$ cat src/rtl/cpu_trace_buffer_pkg.sv
// Shared types for the CPU retire trace buffer.
// TRACE_TSTAMP_EN adds a 16-bit cycle stamp to every entry.
package cpu_trace_buffer_pkg;

  typedef enum logic [1:0] {
    IDLE  = 2'd0,
    ARMED = 2'd1,
    POST  = 2'd2,
    DONE  = 2'd3
  } state_t;

  localparam int PC_W   = 32;
  localparam int INST_W = 32;
  localparam int R_W    = 32;
  localparam int TS_W   = 16;

`ifdef TRACE_TSTAMP_EN
  localparam int ENTRY_W = TS_W + PC_W + INST_W + R_W;
`else
  localparam int ENTRY_W = PC_W + INST_W + R_W;
`endif

endpackage

$ cat src/rtl/cpu_trace_buffer_trace_ram.sv
// Simple dual-port trace RAM: synchronous write, registered read.
// Only the read register is reset, so the array still maps to block RAM.
module trace_ram #(
  parameter int DEPTH = 16,
  parameter int AW    = 4,
  parameter int W     = 96
) (
  input  logic          clk,
  input  logic          rst,
  input  logic          we,
  input  logic [AW-1:0] waddr,
  input  logic [W-1:0]  wdata,
  input  logic [AW-1:0] raddr,
  output logic [W-1:0]  rdata
);

  logic [W-1:0] mem [DEPTH];

  always_ff @(posedge clk) begin
    if (we) mem[waddr] <= wdata;
  end

  always_ff @(posedge clk) begin
    if (rst) rdata <= '0;
    else     rdata <= mem[raddr];
  end

endmodule

$ cat src/rtl/cpu_trace_buffer.sv
// Circular retire trace with PC trigger and post-trigger window.
// Optional TRACE_TSTAMP_EN prepends a free-running cycle stamp.
module cpu_trace_buffer
  import cpu_trace_buffer_pkg::*;
#(
  parameter int DEPTH     = 16,
  parameter int AW        = 4,
  parameter int POST_TRIG = 8
) (
  input  logic               Clk,
  input  logic               Rst,
  input  logic               Cap_en,
  input  logic [31:0]        PC,
  input  logic [31:0]        Inst,
  input  logic [31:0]        R,
  input  logic               Arm,
  input  logic [31:0]        Trig_pc,
  input  logic               Rd_ready,
  output logic               Rd_valid,
  output logic [ENTRY_W-1:0] Rd_data,
  output logic [AW:0]        Count,
  output logic               Dropped,
  output logic [1:0]         State
);

  localparam logic [AW:0]   FULL    = (AW+1)'(DEPTH);
  localparam logic [AW:0]   CNT_1   = (AW+1)'(1);
  localparam logic [AW-1:0] POST_1  = AW'(1);
  localparam logic [AW-1:0] POST_LD = AW'(POST_TRIG);

  state_t          state, state_n;
  logic [AW-1:0]   wr_ptr, wr_ptr_n;
  logic [AW-1:0]   rd_ptr, rd_ptr_n;
  logic [AW-1:0]   post_cnt, post_n;
  logic [AW:0]     count_n;
  logic            dropped_n;
  logic            wr, acc, full;
  logic [ENTRY_W-1:0] wdata;

`ifdef TRACE_TSTAMP_EN
  logic [TS_W-1:0] ts;

  always_ff @(posedge Clk) begin
    if (Rst) ts <= '0;
    else     ts <= ts + 1'b1;
  end

  assign wdata = {ts, PC, Inst, R};
`else
  assign wdata = {PC, Inst, R};
`endif

  assign wr    = Cap_en && (state == ARMED || state == POST);
  assign acc   = Rd_valid && Rd_ready;
  assign full  = Count == FULL;
  assign State = state;

  always_comb begin
    state_n   = state;
    wr_ptr_n  = wr_ptr;
    rd_ptr_n  = rd_ptr;
    count_n   = Count;
    post_n    = post_cnt;
    dropped_n = Dropped;
    unique case (state)
      IDLE: if (Arm) begin
        state_n   = ARMED;
        wr_ptr_n  = '0;
        rd_ptr_n  = '0;
        count_n   = '0;
        dropped_n = 1'b0;
      end
      ARMED: if (Cap_en && PC == Trig_pc) begin
        post_n  = POST_LD;
        state_n = (POST_TRIG == 0) ? DONE : POST;
      end
      POST: if (Cap_en) begin
        post_n = post_cnt - 1'b1;
        if (post_cnt == POST_1) state_n = DONE;
      end
      DONE: if (Count == '0 || (acc && Count == CNT_1))
        state_n = IDLE;
      default: ;
    endcase
    // A full buffer drops its oldest entry to make room.
    if (wr) begin
      wr_ptr_n = wr_ptr + 1'b1;
      if (full) begin
        rd_ptr_n  = rd_ptr + 1'b1;
        dropped_n = 1'b1;
      end else begin
        count_n = Count + 1'b1;
      end
    end
    if (acc) begin
      rd_ptr_n = rd_ptr + 1'b1;
      count_n  = Count - 1'b1;
    end
  end

  always_ff @(posedge Clk) begin
    if (Rst) begin
      state    <= IDLE;
      wr_ptr   <= '0;
      rd_ptr   <= '0;
      post_cnt <= '0;
      Count    <= '0;
      Dropped  <= 1'b0;
      Rd_valid <= 1'b0;
    end else begin
      state    <= state_n;
      wr_ptr   <= wr_ptr_n;
      rd_ptr   <= rd_ptr_n;
      post_cnt <= post_n;
      Count    <= count_n;
      Dropped  <= dropped_n;
      Rd_valid <= (state_n == DONE) && (count_n != '0);
    end
  end

  // Reading at the next rd_ptr keeps the registered data one step ahead.
  trace_ram #(
    .DEPTH (DEPTH),
    .AW    (AW),
    .W     (ENTRY_W)
  ) u_ram (
    .clk   (Clk),
    .rst   (Rst),
    .we    (wr),
    .waddr (wr_ptr),
    .wdata (wdata),
    .raddr (rd_ptr_n),
    .rdata (Rd_data)
  );

endmodule
$ cat config.mk
export PLATFORM = sky130hd
export DESIGN_NAME = cpu_trace_buffer
export DESIGN_NICKNAME = d
export VERILOG_FILES = /design/src/rtl/cpu_trace_buffer_pkg.sv /design/src/rtl/cpu_trace_buffer_trace_ram.sv /design/src/rtl/cpu_trace_buffer.sv
export SDC_FILE = /design/constraint.sdc
export NUM_CORES = 2
export LEC_CHECK = 0
export ABC_AREA = 1
export BUFFER_PORTS_ARGS = -buffer_cell sky130_fd_sc_hd__clkbuf_2
export CELL_PAD_IN_SITES_DETAIL_PLACEMENT = 1
export CELL_PAD_IN_SITES_GLOBAL_PLACEMENT = 2
export CORE_MARGIN = 10
export CORE_UTILIZATION = 43
export CTS_BUF_LIST = sky130_fd_sc_hd__clkbuf_8
export DETAILED_ROUTE_END_ITERATION = 10
export GPL_TIMING_DRIVEN = 0
export PLACE_DENSITY_LB_ADDON = 0.1
export SYNTH_ARGS = -nofsm -noshare
export SYNTH_HDL_FRONTEND = slang
export SYNTH_HIERARCHICAL = 1
export SYNTH_SLANG_ARGS = --single-unit
export TNS_END_PERCENT = 50
$ cat constraint.sdc
create_clock -name Clk -period 6.7 [get_ports Clk]
set_input_delay 0.67 -clock Clk [delete_from_list [all_inputs] [get_ports Clk]]
set_output_delay 0.67 -clock Clk [all_outputs]
set_load 0.03 [all_outputs]
==> Word-level counts from Yosys, hierarchy flattened <==
Memory sizes are Yosys's and may differ from the RTL's. A register that Yosys moved wholly into a read port is not among the register bits.
Cells that the tools add are included.
{ "classes": {"n_addsub": 5, "eq_ne": 10, "mux": 28, "reduce_logical": 15} }
{ "op_table": {"columns": ["operator", "n"], "rows": [
  ["two-way mux 4 bit", 10],
  ["equality test 32 bit", 1],
  ["two-way mux 5 bit", 5],
  ["two-way mux 2 bit", 5],
  ["adder 4 x 1 -> 4 bit (second input constant)", 2],
  ["one-hot mux 2 bit (4 select lines)", 1],
  ["one-hot mux 4 bit (2 select lines)", 1],
  ["equality test 2 bit (second input constant)", 3],
  ["two-way mux 1 bit", 6],
  ["nonzero test 2 bit", 3],
  ["adder 5 x 1 -> 5 bit (second input constant)", 1],
  ["equality test 5 x 1 -> 1 bit (second input constant)", 1],
  ["equality test 5 bit (second input constant)", 1],
  ["logical AND 1 bit", 5],
  ["zero test 5 bit", 1],
  ["nonzero test 5 bit", 1],
  ["subtractor 5 x 1 -> 5 bit (second input constant)", 1],
  ["equality test 4 x 1 -> 1 bit (second input constant)", 1],
  ["subtractor 4 x 1 -> 4 bit (second input constant)", 1],
  ["AND reduction 3 bit", 1],
  ["equality test 2 x 1 -> 1 bit (second input constant)", 1],
  ["zero test 2 bit", 1],
  ["logical OR 1 bit", 2],
  ["inequality test 2 x 1 -> 1 bit (second input constant)", 1],
  ["2 further kinds", 2]
]} }
{ "word_totals": {"regBits": 21, "ram_bits": 1536, "input_bits": 133, "out_inout_bits": 105, "n_memories": 1} }
{ "memory_table": {"columns": ["name", "words", "word_bits", "read_ports", "rd_clocked_by_memory_dff", "write_ports", "line", "source"], "rows": [
  ["u_ram.mem", 16, 96, 1, 1, 1, "cpu_trace_buffer_trace_ram.sv:17", "logic [W-1:0] mem [DEPTH];"]
]} }

==> Depth between registers and ports, before layout <==
{ "depth": {"word_depth": 7, "ltp_mapped": 21, "depth_no_buf": 17} }

==> By module <==
The synthesis kept the hierarchy.
{ "modules_own_cells": {"columns": ["module", "n_inst", "cells_each", "area_each_um2", "seq_area_each_um2"], "rows": [
  ["trace_ram", 1, 6121, 66705.2, 48046.1],
  ["cpu_trace_buffer", 1, 383, 2184.6, 420.4]
]} }

==> Least setup slack after synthesis <==
No wires, ideal clock.
{ "synth_path": {"kind": "flip-flop to flip-flop", "from": "register state[0], in the netlist State[0]", "to": "memory u_ram.mem[4][0], enable pin", "setup_time_ps": 552, "t_arrival_ps": 5481, "required_time_ps": 6148, "path_slack_ps": 667, "path_stages_with_launch": 8, "path_buffers": 1, "cell_sequence": "dfxtp_1 > inv_1 > ha_1 > nand2_2 > inv_2 > buf_6 > nand3b_1 > nor2_1"} }
{ "synth_between": {"elab_chain_cells": 5, "word_cells_on_any_way": 6, "classes_between": "eq/ne (2); mux (2); reduce/logical (2)"} }
{ "synth_lines": {"columns": ["element", "line", "source"], "rows": [
  ["from (decl)", "cpu_trace_buffer.sv:31", "state_t state, state_n;"],
  ["from (signal assigned)", "cpu_trace_buffer.sv:111", "state <= state_n;"],
  ["equality test 2 x 1 -> 1 bit / equality test 2 bit (equally long branches)", "cpu_trace_buffer.sv:53", "assign wr = Cap_en && (state == ARMED || state == POST);"],
  ["logical OR 1 bit *", "cpu_trace_buffer.sv:53", null],
  ["logical AND 1 bit *", "cpu_trace_buffer.sv:53", null],
  ["named net wr", "cpu_trace_buffer.sv:37", "logic wr, acc, full;"],
  ["two-way mux 1 bit *", "cpu_trace_buffer_trace_ram.sv:20", "if (we) mem[waddr] <= wdata;"],
  ["two-way mux 1 bit (implied by the code) *", "cpu_trace_buffer_trace_ram.sv:20", null],
  ["to (decl)", "cpu_trace_buffer_trace_ram.sv:17", null]
]} }
Mark *: on every way through the listed nets, which the timed path passes. The rest lies on a longest branch.

==> Worst setup path in the final report <==
{ "layout_path": {"from": "register state[0], in the netlist State[0]", "to": "register u_ram.rdata[86] (read register of u_ram.mem)"} }
{ "layout_between": {"elab_chain_cells": 5, "word_cells_on_any_way": 9, "classes_between": "eq/ne (2); mux (4); reduce/logical (3)"} }
{ "layout_lines": {"columns": ["element", "line", "source"], "rows": [
  ["zero test 2 bit, or another cell as far along", "cpu_trace_buffer.sv:65", "unique case (state)"],
  ["two-way mux 4 bit / logical OR 1 bit (equally long branches)", "cpu_trace_buffer.sv:65, cpu_trace_buffer.sv:53", null],
  ["two-way mux 4 bit / logical AND 1 bit (equally long branches)", "cpu_trace_buffer.sv:88, cpu_trace_buffer.sv:53", null],
  ["two-way mux 4 bit *", "cpu_trace_buffer.sv:86", "if (wr) begin"],
  ["two-way mux 4 bit *", "cpu_trace_buffer.sv:95", "if (acc) begin"],
  ["named net rd_ptr_n[1]", "cpu_trace_buffer.sv:33", "logic [AW-1:0] rd_ptr, rd_ptr_n;"],
  ["to (decl)", "cpu_trace_buffer_trace_ram.sv:14", "output logic [W-1:0] rdata"]
]} }
Marks and branches as above.
A chain may end at the register's enable or synchronous reset.

==> flow_summary.ini <==
[status]
status = finished clean

[clock_tree]
cts_tree = yes
clock_latency_ps = 1040
cts-root-buf = clkbuf_8
cts_repair_resize_count = 0
cts_buffer_depth = 4
numCtsBuffers = 303
clkTransAtPathRegs_ps = 70
numClockSinks = 1653
htreeDepth = 5

[placed_design]
dp_cells = 8889
gp_congestion = 0.808
port_buffers = 236
post-dp-hpwl_um = 162000
preCtsSetupSlack_ps = 1720
placed_area_mm2 = 0.0744

[grt]
grt_pass1_vias = 52100
antenna_found_initial = 15
grtUsageMet3 = 0.0433
grt_max_degree = 27
grt_pass1_wl_um = 344000
gr-total-overflow = 0
grt_util_met2 = 0.432
use_met1 = 0.362
grtUsageTotal = 0.265
grt_busiest_layer = met2

[pwr]
intPower_w = 0.0182
seqPwrFrac = 0.433
p_switching_w = 0.00932
powerDensity_mw_per_mm2 = 345
power.share.clock = 0.321
ir_drop_mv = 0.203
p_leak_nw = 33.5
swShare = 0.338
power_frac_comb = 0.245

[sta]
hold_viol = 0
tns_ps = 0
slew_viol_final = 0
fmax_ghz = 0.198
fin_skew_ps = 60.6
slew_headroom = 0.0361
final.min_clock_period_ps = 5040
post-route-period-util = 0.753
timing.final.ws_setup_ps = 1660
worst_pin_slew_ps = 1450
rsz0062_at_grt = false
setup_viol = 0

[setup_path]
r2r-end = u_ram/rdata[86]$_SDFF_PP0_
cp-start-kind = flop
arrival_ps = 5960
r2r_slack_ps = 1660
crit_type = reg -> reg
r2r_start = State[0]$_SDFF_PP0_
cp_max_fo = 11
ff2ff_path_depth = 16
endpoint_kind = flop
worstPathRequired_ps = 7620

[synthesis]
syn_avg_cell_area_um2 = 10.6
synth_nets = 6650
synth_edf_count = 1536
seq_area_frac_synth = 0.704
yosys.area.top_type_share = 0.670
yosysMostFrequentCell = nand2_1
synthFlopType = edfxtp_1
yosys-top-cells-area = edfxtp_1, nand2_1, nand3_1, inv_1, dfxtp_1
yosys_warnings = 6
syn_inst = 6504
synth_seq_cells = 1653
async_reset_ff_frac = 0
synth_cell_type_count = 35
syn_area_mm2 = 0.0689
synth_area_leader_cell = edfxtp_1
synth_common_cells = nand2_1, edfxtp_1, nand3_1

[routing]
ant_nets = 0
wl_per_cell_um = 25.1
viasPerCell = 5.29
finalWirelength_um = 236000
drtIter0Drc = 4157
drtPass1Iterations = 5
drc = 0
via_count = 49800

[min_path]
worstHoldEndpoint = u_ram/mem[5][41]$_DFFE_PP_
hold_path_class = in -> reg
min_path_cells = 1
min_from = Inst[9]

[die]
die_x_um = 420
pin_count = 238
die_h_um = 420
core_mm2 = 0.159
die_area_mm2 = 0.177
rows = 146
start_util = 0.434

[flow_run]
maxCapViolCount = 0

[layout]
area_delta_synth_final_pct = 16.0
finalInstanceArea_mm2 = 0.0799
final_cells = 9416
drive_above_1_share = 0.125
fin_nets = 7275
area by class of cell:
type	count	area (um2)
antenna	9	22.5
buffer	334	1750
clock buffer	327	4500
clock inverter	184	908
fill	17300	78800
inverter	846	3180
multi-input combinational	3671	15600
sequential	1653	48500
tap	2072	2590
timing repair buffer	320	2880
per-stage QoR:
stage / hold WS (ps) / util / total power, W
CTS: 4.11 / 0.503 / 0.0278
floorplan: 455 / - / 0.0161
global placement: 475 / 0.458 / 0.0186
detailed placement: 489 / 0.469 / 0.0189
global route: 47.6 / 0.503 / 0.0289
finish: 87.5 / 0.504 / 0.0276
flip-flops by register name, summed over array words and instances, names as in the netlist:
register     flops
rd_ptr           4
u_ram/mem     1536
Rd_valid         1
post_cnt         4
Count            5
u_ram/rdata     96
Dropped          1
State            2
wr_ptr           4
worst max-delay path: stages (launching register included):
cell and delay (ps):
dfxtp_1 450, inv_1 140, ha_1 330, nand2_2 160, inv_2 70, nand4_1 100
nand2_1 100, nor2_1 230, inv_1 90, o22ai_2 310, buf_4 230, buf_2 720
clkbuf_1 1110, nand2_1 130, nand3_1 110, nand3_1 290, a21oi_1 330
logic make-up (layout without fill, tap and decap cells):
family	after synthesis	after routing	share of synthesized area
compound gates	133	133	0.0100
xor+xnor	26	26	0.00331
fa+ha+maj	13	13	0.00236
buf+inv	1180	2011	0.0715
flops	1653	1653	0.704
other cells	0	9	0
simple gates	3499	3499	0.209
placed cells by master (no fill, tap or decap), types with 4 or more instances in the layout:
cell | Yosys | layout
inv_1 | 841 | 938
diode_2 | 0 | 9
dlygate4sd3_1 | 0 | 7
nand2_1 | 2437 | 2437
clkinv_2 | 0 | 17
xnor2_1 | 23 | 22
bufinv_16 | 0 | 7
a21oi_1 | 111 | 111
buf_4 | 34 | 34
nor2_1 | 59 | 43
nand4_1 | 4 | 4
clkbuf_1 | 83 | 78
dfxtp_1 | 117 | 117
clkbuf_8 | 0 | 327
edfxtp_1 | 1536 | 1536
nor2_4 | 1 | 17
buf_12 | 0 | 61
buf_1 | 34 | 34
ha_1 | 13 | 13
clkbuf_2 | 0 | 241
buf_6 | 22 | 23
clkinv_1 | 2 | 62
o21ai_0 | 12 | 12
nand3_1 | 985 | 985
buf_16 | 0 | 14
buf_2 | 161 | 161
power by group through the flow:
stage          sequential [W]  combinational [W]  clock [W]
2_1_floorplan          0.0126            0.00353          0
3_3_place_gp           0.0122            0.00644          0
3_5_place_dp           0.0122            0.00676          0
4_1_cts                0.0119            0.00679    0.00905
5_1_grt                0.0120            0.00743    0.00951
6_report               0.0119            0.00676    0.00886
worst max-delay path by stage:
stage                   startpoint                          end
2_1_floorplan  State[0]$_SDFF_PP0_    u_ram/mem[4][0]$_DFFE_PP_
4_1_cts        State[0]$_SDFF_PP0_   u_ram/rdata[86]$_SDFF_PP0_
3_3_place_gp   State[0]$_SDFF_PP0_  u_ram/mem[15][30]$_DFFE_PP_
3_5_place_dp   State[0]$_SDFF_PP0_   u_ram/rdata[86]$_SDFF_PP0_
5_1_grt        State[0]$_SDFF_PP0_   u_ram/rdata[21]$_SDFF_PP0_
6_report       State[0]$_SDFF_PP0_   u_ram/rdata[86]$_SDFF_PP0_
per-layer routing:
metal | routed length (um) | share of wire | vias up
met5 | 13 | 0.000055 | -
met4 | 7260 | 0.031 | 2
met3 | 15200 | 0.064 | 349
met2 | 112000 | 0.47 | 1699
met1 | 102000 | 0.43 | 25200
li1 | - | - | 22600
repair_timing:
item / in CTS / in global routing
setup endpoints to repair: 0 / 0
setup buffers: 0 / 0
hold endpoints to repair: 64 / 0
hold buffers: 7 / 0
Power figures use the tool's default switching activity.
